--- config.mk ---
export PLATFORM = sky130hd
export DESIGN_NAME = mem_access_ctrl
export DESIGN_NICKNAME = d
export VERILOG_FILES = /design/src/rtl/slc3_mem_pkg.sv /design/src/rtl/mem_wait_timer.sv /design/src/rtl/mem_access_ctrl.sv
export SDC_FILE = /design/constraint.sdc
export NUM_CORES = 1
export LEC_CHECK = 0
export ABC_AREA = 1
export CELL_PAD_IN_SITES_DETAIL_PLACEMENT = 2
export CELL_PAD_IN_SITES_GLOBAL_PLACEMENT = 2
export CORE_MARGIN = 3
export CORE_UTILIZATION = 20
export CTS_BUF_LIST = sky130_fd_sc_hd__clkbuf_4
export DETAILED_ROUTE_END_ITERATION = 12
export GPL_TIMING_DRIVEN = 0
export PLACE_DENSITY_LB_ADDON = 0.12
export SYNTH_ARGS = -nofsm -noshare
export SYNTH_HDL_FRONTEND = slang
export SYNTH_SLANG_ARGS = --single-unit
--- constraint.sdc ---
create_clock -name Clk -period 1.34 [get_ports Clk]
set_input_delay 0.268 -clock Clk [delete_from_list [all_inputs] [get_ports Clk]]
set_output_delay 0.268 -clock Clk [all_outputs]
set_load 0.1 [all_outputs]
--- src/rtl/slc3_mem_pkg.sv ---
// rtl/slc3_mem_pkg.sv - shared types and constants for the SLC-3 SRAM access sequencer
package slc3_mem_pkg;

  typedef enum logic [1:0] {
    IDLE    = 2'd0,
    SETUP   = 2'd1,
    ACCESS  = 2'd2,
    RECOVER = 2'd3
  } mem_state_e;

  localparam int MEM_ADDR_W = 16;
  localparam int MEM_DATA_W = 16;

  // Bit order {CE, UB, LB, OE, WE}; all strobes are active-low.
  localparam logic [4:0] STROBE_IDLE = 5'b11111;

endpackage

--- src/rtl/mem_wait_timer.sv ---
// rtl/mem_wait_timer.sv - wait-state counter: loads WAIT_CYCLES-1, counts down, flags zero
module mem_wait_timer #(
  parameter int WAIT_CYCLES = 2
) (
  input  logic i_clk,
  input  logic i_reset,
  input  logic i_load,
  input  logic i_dec,
  output logic o_zero
);

  localparam int CNT_W = (WAIT_CYCLES < 2) ? 1 : $clog2(WAIT_CYCLES + 1);
  localparam logic [CNT_W-1:0] LOAD_VAL = CNT_W'(WAIT_CYCLES - 1);

  logic [CNT_W-1:0] r_cnt;

  always_ff @(posedge i_clk) begin
    if (i_reset) begin
      r_cnt <= '0;
    end else if (i_load) begin
      r_cnt <= LOAD_VAL;
    end else if (i_dec && (r_cnt != '0)) begin
      r_cnt <= r_cnt - CNT_W'(1);
    end
  end

  assign o_zero = (r_cnt == '0);

endmodule

--- src/rtl/mem_access_ctrl.sv ---
// rtl/mem_access_ctrl.sv - SLC-3 single-word SRAM access sequencer with wait states
// Optional sticky protocol-error flag enabled by MEM_PROTOCOL_CHECK_EN.
module mem_access_ctrl
  import slc3_mem_pkg::*;
#(
  parameter int WAIT_CYCLES = 2,
  parameter int ADDR_W      = MEM_ADDR_W,
  parameter int DATA_W      = MEM_DATA_W
) (
  input  logic              Clk,
  input  logic              Reset,
  input  logic              req,
  input  logic              wr,
  input  logic [1:0]        byte_en,
  input  logic [ADDR_W-1:0] addr,
  input  logic [DATA_W-1:0] wdata,
  output logic              busy,
  output logic              done,
  output logic [DATA_W-1:0] rdata,
  output logic              err,
  output logic [ADDR_W-1:0] Mem_ADDR,
  output logic              Mem_CE,
  output logic              Mem_UB,
  output logic              Mem_LB,
  output logic              Mem_OE,
  output logic              Mem_WE,
  output logic [DATA_W-1:0] Mem_Dout,
  output logic              Mem_Dout_en,
  input  logic [DATA_W-1:0] Mem_Din
);

  mem_state_e        r_state;
  logic [4:0]        r_strobe;
  logic              r_wr;
  logic              r_busy;
  logic              r_done;
  logic              r_dout_en;
  logic [ADDR_W-1:0] r_addr;
  logic [DATA_W-1:0] r_dout;
  logic [DATA_W-1:0] r_rdata;
  logic              w_zero;

  mem_wait_timer #(
    .WAIT_CYCLES(WAIT_CYCLES)
  ) u_timer (
    .i_clk  (Clk),
    .i_reset(Reset),
    .i_load (r_state == SETUP),
    .i_dec  (r_state == ACCESS),
    .o_zero (w_zero)
  );

  // Outputs are set on the edge that enters each state, so every pin is a flop.
  always_ff @(posedge Clk) begin
    if (Reset) begin
      r_state   <= IDLE;
      r_strobe  <= STROBE_IDLE;
      r_wr      <= 1'b0;
      r_busy    <= 1'b0;
      r_done    <= 1'b0;
      r_dout_en <= 1'b0;
      r_addr    <= '0;
      r_dout    <= '0;
      r_rdata   <= '0;
    end else begin
      case (r_state)
        IDLE: begin
          if (req && (byte_en != 2'b00)) begin
            r_state   <= SETUP;
            r_busy    <= 1'b1;
            r_wr      <= wr;
            r_addr    <= addr;
            r_dout    <= wdata;
            r_strobe  <= {1'b0, ~byte_en[1], ~byte_en[0], wr, 1'b1};
            r_dout_en <= wr;
          end
        end
        SETUP: begin
          r_state     <= ACCESS;
          r_strobe[0] <= ~r_wr;
        end
        ACCESS: begin
          if (w_zero) begin
            r_state  <= RECOVER;
            r_strobe <= STROBE_IDLE;
            r_done   <= 1'b1;
            if (!r_wr) begin
              r_rdata <= Mem_Din;
            end
          end
        end
        RECOVER: begin
          // Write data was held through this cycle past the WE rising edge.
          r_state   <= IDLE;
          r_done    <= 1'b0;
          r_busy    <= 1'b0;
          r_dout_en <= 1'b0;
        end
        default: r_state <= IDLE;
      endcase
    end
  end

`ifdef MEM_PROTOCOL_CHECK_EN
  logic r_err;

  always_ff @(posedge Clk) begin
    if (Reset) begin
      r_err <= 1'b0;
    end else if (req && (r_busy || ((r_state == IDLE) && (byte_en == 2'b00)))) begin
      r_err <= 1'b1;
    end
  end

  assign err = r_err;
`else
  assign err = 1'b0;
`endif

  assign busy        = r_busy;
  assign done        = r_done;
  assign rdata       = r_rdata;
  assign Mem_ADDR    = r_addr;
  assign Mem_Dout    = r_dout;
  assign Mem_Dout_en = r_dout_en;
  assign {Mem_CE, Mem_UB, Mem_LB, Mem_OE, Mem_WE} = r_strobe;

endmodule
# After elaboration in Yosys (flattened, before gate mapping)
# Cells that the tools add are included.
# op_classes
bitwise	3
addsub	1
muxes	15
n_eq_ne	5
reduce_logical	19
# ops
cell	n
nonzero test 2 bit	6
two-way mux 5 bit	2
AND reduction 3 bit	3
case mux 2 bit (4 select lines)	1
case mux 4 bit (2 select lines)	1
AND reduction 2 bit	4
case mux 1 bit (2 select lines)	3
two-way mux 1 bit	5
== test 2 bit, second input constant	2
logical NOT 2 bit	2
two-way mux 2 bit	2
inequality test 2 bit, second input constant	2
inverter 1 bit	3
case mux 1 bit (3 select lines)	1
nonzero test 3 bit	1
== test 2 x 1 -> 1 bit, second input constant	1
logical AND 1 bit	2
OR reduction 2 bit	1
subtractor 2 x 1 -> 2 bit, second input constant	1
# word_totals
out_inout_bits	57
inputBits	54
word_cells	55
regBits	61

# Longest topological paths before layout
# logic_depth
depth_word	4
mapped_depth	9
mapped_depth_nobuf	9

# Hierarchy
# From an unflattened synthesis, not the netlist that was laid out.
# hier_totals
hier_cells	311
area_unflattened_um2	2620.0
# by_module_without_submodules
mod	area_each_um2	cells_each	n_inst	seq_area_each_um2
mem_access_ctrl	2502.4	294	1	1181.1
mem_wait_timer	117.6	17	1	40.0

# Worst setup path before layout
# No wires, ideal clock.
# synth_timing
kind	register to register
startpoint	register r_state[0]
endpoint	register r_rdata[0], in the netlist rdata[0]
arrival_time_ns	1.252
path_buffers	1
required_time_ns	1.222
setup_time_ns	0.118
synth_period_minus_slack_ns	1.370
path_stages_with_launch	9
path_slack_ns	-0.030
cell_sequence	dfxtp_1 inv_1 ha_1 nand2_2 nor2_4 inv_2 buf_6 nor2_1 nor2_1
# synth_via
elab_chain_cells	2
# synth_lines
item	line_no	source
start: declaration	mem_access_ctrl.sv:32	mem_state_e r_state;
start signal: assignment	mem_access_ctrl.sv:56	r_state <= IDLE;
start signal: assignment	mem_access_ctrl.sv:69	r_state <= SETUP;
start signal: assignment	mem_access_ctrl.sv:79	r_state <= ACCESS;
== test 2 bit	n/a	
via u_timer.i_dec	mem_wait_timer.sv:8	input logic i_dec,
AND reduction 3 bit (no line)	n/a	
end signal: assignment	mem_access_ctrl.sv:88	r_rdata <= Mem_Din;
end: declaration	mem_access_ctrl.sv:40	logic [DATA_W-1:0] r_rdata;
# The timed path passes the listed nets, and every way through them passes these cells.
# A chain may end at the register's enable or synchronous reset.

# Worst setup path in the final report
# layout_timing
startpoint	register r_state[0]
endpoint	register r_dout[12], in the netlist Mem_Dout[12]
# layout_via
elab_chain_cells	2
# layout_lines
item	line_no	source
logical NOT 2 bit	mem_access_ctrl.sv:66	case (r_state)
AND reduction 2 bit (no line)	n/a	
end signal: assignment	mem_access_ctrl.sv:73	r_dout <= wdata;
end: declaration	mem_access_ctrl.sv:39	logic [DATA_W-1:0] r_dout;
# No other way between the ends.

==> metrics.md <==
| Metric | Value |
|---|---|
| I/O Buffers | 109 |
| Cell Rows | 38 |
| First-pass DRT Iterations | 4 |
| Arrival @ worst endpoint | 1.65 ns |
| Via count of the first global-routing pass | 2,737 |
| Setup crit end | Mem_Dout[12] |
| Final Worst Setup Slack | 0.008569 ns |
| Yosys reg bits | 61 |
| Reg2Reg Depth | 8 |
| Clk buf depth | 2 |
| Clk pin slew, worst setup/hold paths | 0.11 ns |
| Post-synth net total | 361 |
| Placed cell areas | 0.003607 mm² |
| Busiest grt layer | met2 |
| DIE HEIGHT | 114.1 µm |
| Mapped cell area | 0.002338 mm² |
| DRC Markers | 0 |
| Largest net degree at the start of global routing | 11 |
| Vias per Instance | 4.309 |
| CTS buffer count | 9 |
| Adder-Cell Fraction of Synth Area | 3.745% |
| # IOs | 111 |
| Synthesized netlist cell count | 300 |
| Seq pwr share | 26.2% |
| Unrepaired setup endpoints after global routing | yes |
| Worst Setup SP | r_state[0] |
| Die Width | 114.1 µm |
| Total congestion overflow | 0 |
| Worst-Skew Late Latency | 0.39 ns |
| Switching power | 5.446 mW |
| Static Leak | 1.795 nW |
| XOR/XNOR Fraction of Synth Area | 0% |
| DP Worst Slack | -0.6023 ns |
| Fill cells | 1,247 |
| Worst r2r src | r_state[0] |
| Status | completed |
| Clock power frac | 10.2% |
| Vias post-DR | 2,499 |
| Post-synth cell types | 24 |
| GR Util met2 | 22.21% |
| Worst Setup End Kind | flop |
| Area grow syn2layout | 86.20% |
| Diode count | 0 |
| Max Slew Vio Count | 0 |
| Hold Vio Cnt, Final | 0 |
| WL per Instance | 15.16 µm |
| CTS H-tree lvls | 3 |
| Met1 Resource Use GR | 14.82% |
| Final Skew | 0.01126 ns |
| Seq/Total Area, Yosys | 52.22% |
| First-pass GRT wire length | 13,550 µm |
| Nets | 498 |
| CP startpoint kind | flop |
| Post-DP HPWL | 6251 µm |
| Fmax achieved | 751.1 MHz |
| Crit path top cell by count | inv_4 |
| CP Max Fanout | 7 |
| Register Area | 0.001230 mm² |
| Crit Path Class | flop to flop |
| Met3 GRT Util | 5.655% |
| Total GRT Usage | 13.07% |
| Number of antenna violations at the first check in global routing | 0 |
| Finished Cell Area | 0.004354 mm² |
| Multiplexer area fraction after synthesis | 0% |
| Die area | 0.01303 mm² |
| Slowest stage delay, CP | 0.37 ns |
| Int Pwr | 4.697 mW |
| Synth Area in Simple Gates | 24.93% |
| Num Clock Sinks | 61 |
| Area of the multi-input gates | 0.001216 mm² |
| Syn avg cell area | 7.795 µm² |
| Comb power frac | 63.5% |
| Synth Warn # | 0 |
| Worst path cell trace | inv_4 > ha_4 > inv_4 > nor2_4 > buf_8 > clkbuf_16 > nand2_1 > a21oi_1 |
| CP required | 1.66 ns |
| Iteration-0 DRC Markers | 52 |
| Peak supply drop | 1060 µV |
| Synth area leader | dfxtp_1 |
| HP Class | input port to flop |
| Final setup viols | 0 |
| Initial Utilization | 21.02% |
| P per Cell Area | 2329 mW/mm² |
| TritonCTS clock tree | done |
| Combinational family with the most area after synthesis | simple AND/OR/NAND/NOR gates |
| Hold Buf Count CTS | 0 |
| Reg2Reg Setup Slack | 0.009 ns |
| Placeable core area | 0.01113 mm² |
| Slowest cell on the critical path | dfxtp_4 |
| Post-route ant nets | 0 |
| Synth Area in Compound Gates | 13.32% |
| Fin crit share | 99.36% |
| Final WL | 8790 µm |
| Minimum clock period | 1.331 ns |
| Top cells by area, synth | dfxtp_1 (52%), nand2_1 (13%), a21oi_1 (8.3%), nor2_1 (6.9%), ha_1 (3.7%) |
| Root Buffer | clkbuf_4 |
| Sw frac | 53.69% |
| Synth top area share | 52.22% |
| Share of cells above drive strength 1 | 38.18% |
| FF-to-FF End | Mem_Dout[12] |
| Max cap viols | 0 |
| Placer Congestion | 0.6920 |
==> worst min-delay path by stage <==
stage / from / to / cells after the start
finish: wdata[8] / Mem_Dout[8] / 3
global route: addr[10] / Mem_ADDR[10] / 3
CTS: addr[0] / Mem_ADDR[0] / 3
detailed placement: r_strobe[0] / r_strobe[0] / 2
global placement: r_strobe[4] / r_strobe[4] / 2
floorplan: Mem_Din[10] / rdata[10] / 2
==> per-stage QoR <==
step	util [%]	TNS, ns	std cells	power, mW	hold WS [ns]
2_1_floorplan	-	0	300	6.577	0.4029
3_3_place_gp	32.42	-44.45	549	7.924	0.4438
3_5_place_dp	32.42	-45.97	549	8.001	0.4525
4_1_cts	34.91	-0.3141	576	9.589	0.3891
5_1_grt	39.14	-2.477	580	10.76	0.4017
6_report	39.14	0	580	10.14	0.4279
==> flip-flops by register name, summed over array words and instances, names as in the netlist <==
register       count
Mem_ADDR          16
busy               1
u_timer.r_cnt      2
r_wr               1
Mem_Dout_en        1
Mem_Dout          16
done               1
r_state            2
r_strobe           5
rdata             16
==> kinds of logic after synthesis <==
logic type	count (synthesis)
buffers and inverters	26
adders and majority gates	7
other	1
AOI/OAI and AO/OA	61
and+or+nand+nor	144
DFF	61
==> synthesized netlist by cell type, drive strengths merged <==
cell / count
nand2: 86
dfxtp: 61
nor2: 46
a21oi: 39
o21ai: 21
inv: 11
buf: 9
nand3: 8
ha: 7
clkbuf: 6
a211oi: 1
conb: 1
nand3b: 1
nand4: 1
nor3: 1
or2: 1
==> routing by layer <==
| metal | vias to the layer above | routed length [µm] |
|---|---|---|
| met1 | 1173 | 3514 |
| met4 | 0 | 119 |
| li1 | 1235 | - |
| met5 | - | 0 |
| met3 | 9 | 817 |
| met2 | 82 | 4340 |
==> power groups by stage <==
stage	clock network (mW)	logic [mW]	registers, mW
after floorplan	0	1.16	5.42
after global placement	0	5.40	2.52
after detailed placement	0	5.45	2.55
after CTS	1.12	5.87	2.59
after global routing	1.21	6.82	2.73
final	1.04	6.45	2.66
==> worst max-delay path: cells and delay by family (launching register included) <==
| kind | cells | cell delay, ns |
|---|---|---|
| DFF | 1 | 0.37 |
| AOI/OAI and AO/OA | 1 | 0.10 |
| and+or+nand+nor | 2 | 0.16 |
| buffers and inverters | 4 | 0.45 |
| adders and majority gates | 1 | 0.17 |
==> layout by cell type (no fill, tap or decap), types with 3 or more instances in the layout <==
| cell type | synthesis | final |
|---|---|---|
| a21oi_1 | 39 | 20 |
| a21oi_2 | 0 | 19 |
| buf_12 | 0 | 8 |
| buf_4 | 4 | 14 |
| buf_6 | 2 | 42 |
| buf_8 | 0 | 16 |
| clkbuf_2 | 0 | 4 |
| clkbuf_4 | 0 | 10 |
| clkdlybuf4s50_1 | 0 | 53 |
| dfxtp_1 | 61 | 58 |
| ha_1 | 7 | 4 |
| inv_1 | 7 | 4 |
| inv_4 | 0 | 5 |
| nand2_1 | 84 | 69 |
| nand2_2 | 2 | 10 |
| nand2_4 | 0 | 7 |
| nand3_1 | 8 | 8 |
| nor2_1 | 43 | 29 |
| nor2_2 | 1 | 12 |
| nor2_4 | 2 | 5 |
| o21ai_0 | 17 | 16 |
| o21ai_1 | 3 | 3 |
==> repair_timing <==
item / CTS / global route
endpoints found under the setup margin: 116 / 89
resized for setup: 404 / 119
cloned: 1 / 2
setup buffers: 12 / 2
pin swaps: 5 / 11
==> layout make-up <==
type	count	share of cell area, %
Tap cell	140	4.023
Buffer	15	3.247
Sequential cell	61	28.25
Clock inverter	4	0.4023
Inverter	11	1.236
Timing Repair Buffer	126	33.19
Multi-Input combinational cell	213	27.93
Clock buffer	10	1.724
No activity file was read; power rests on OpenSTA's default activity.
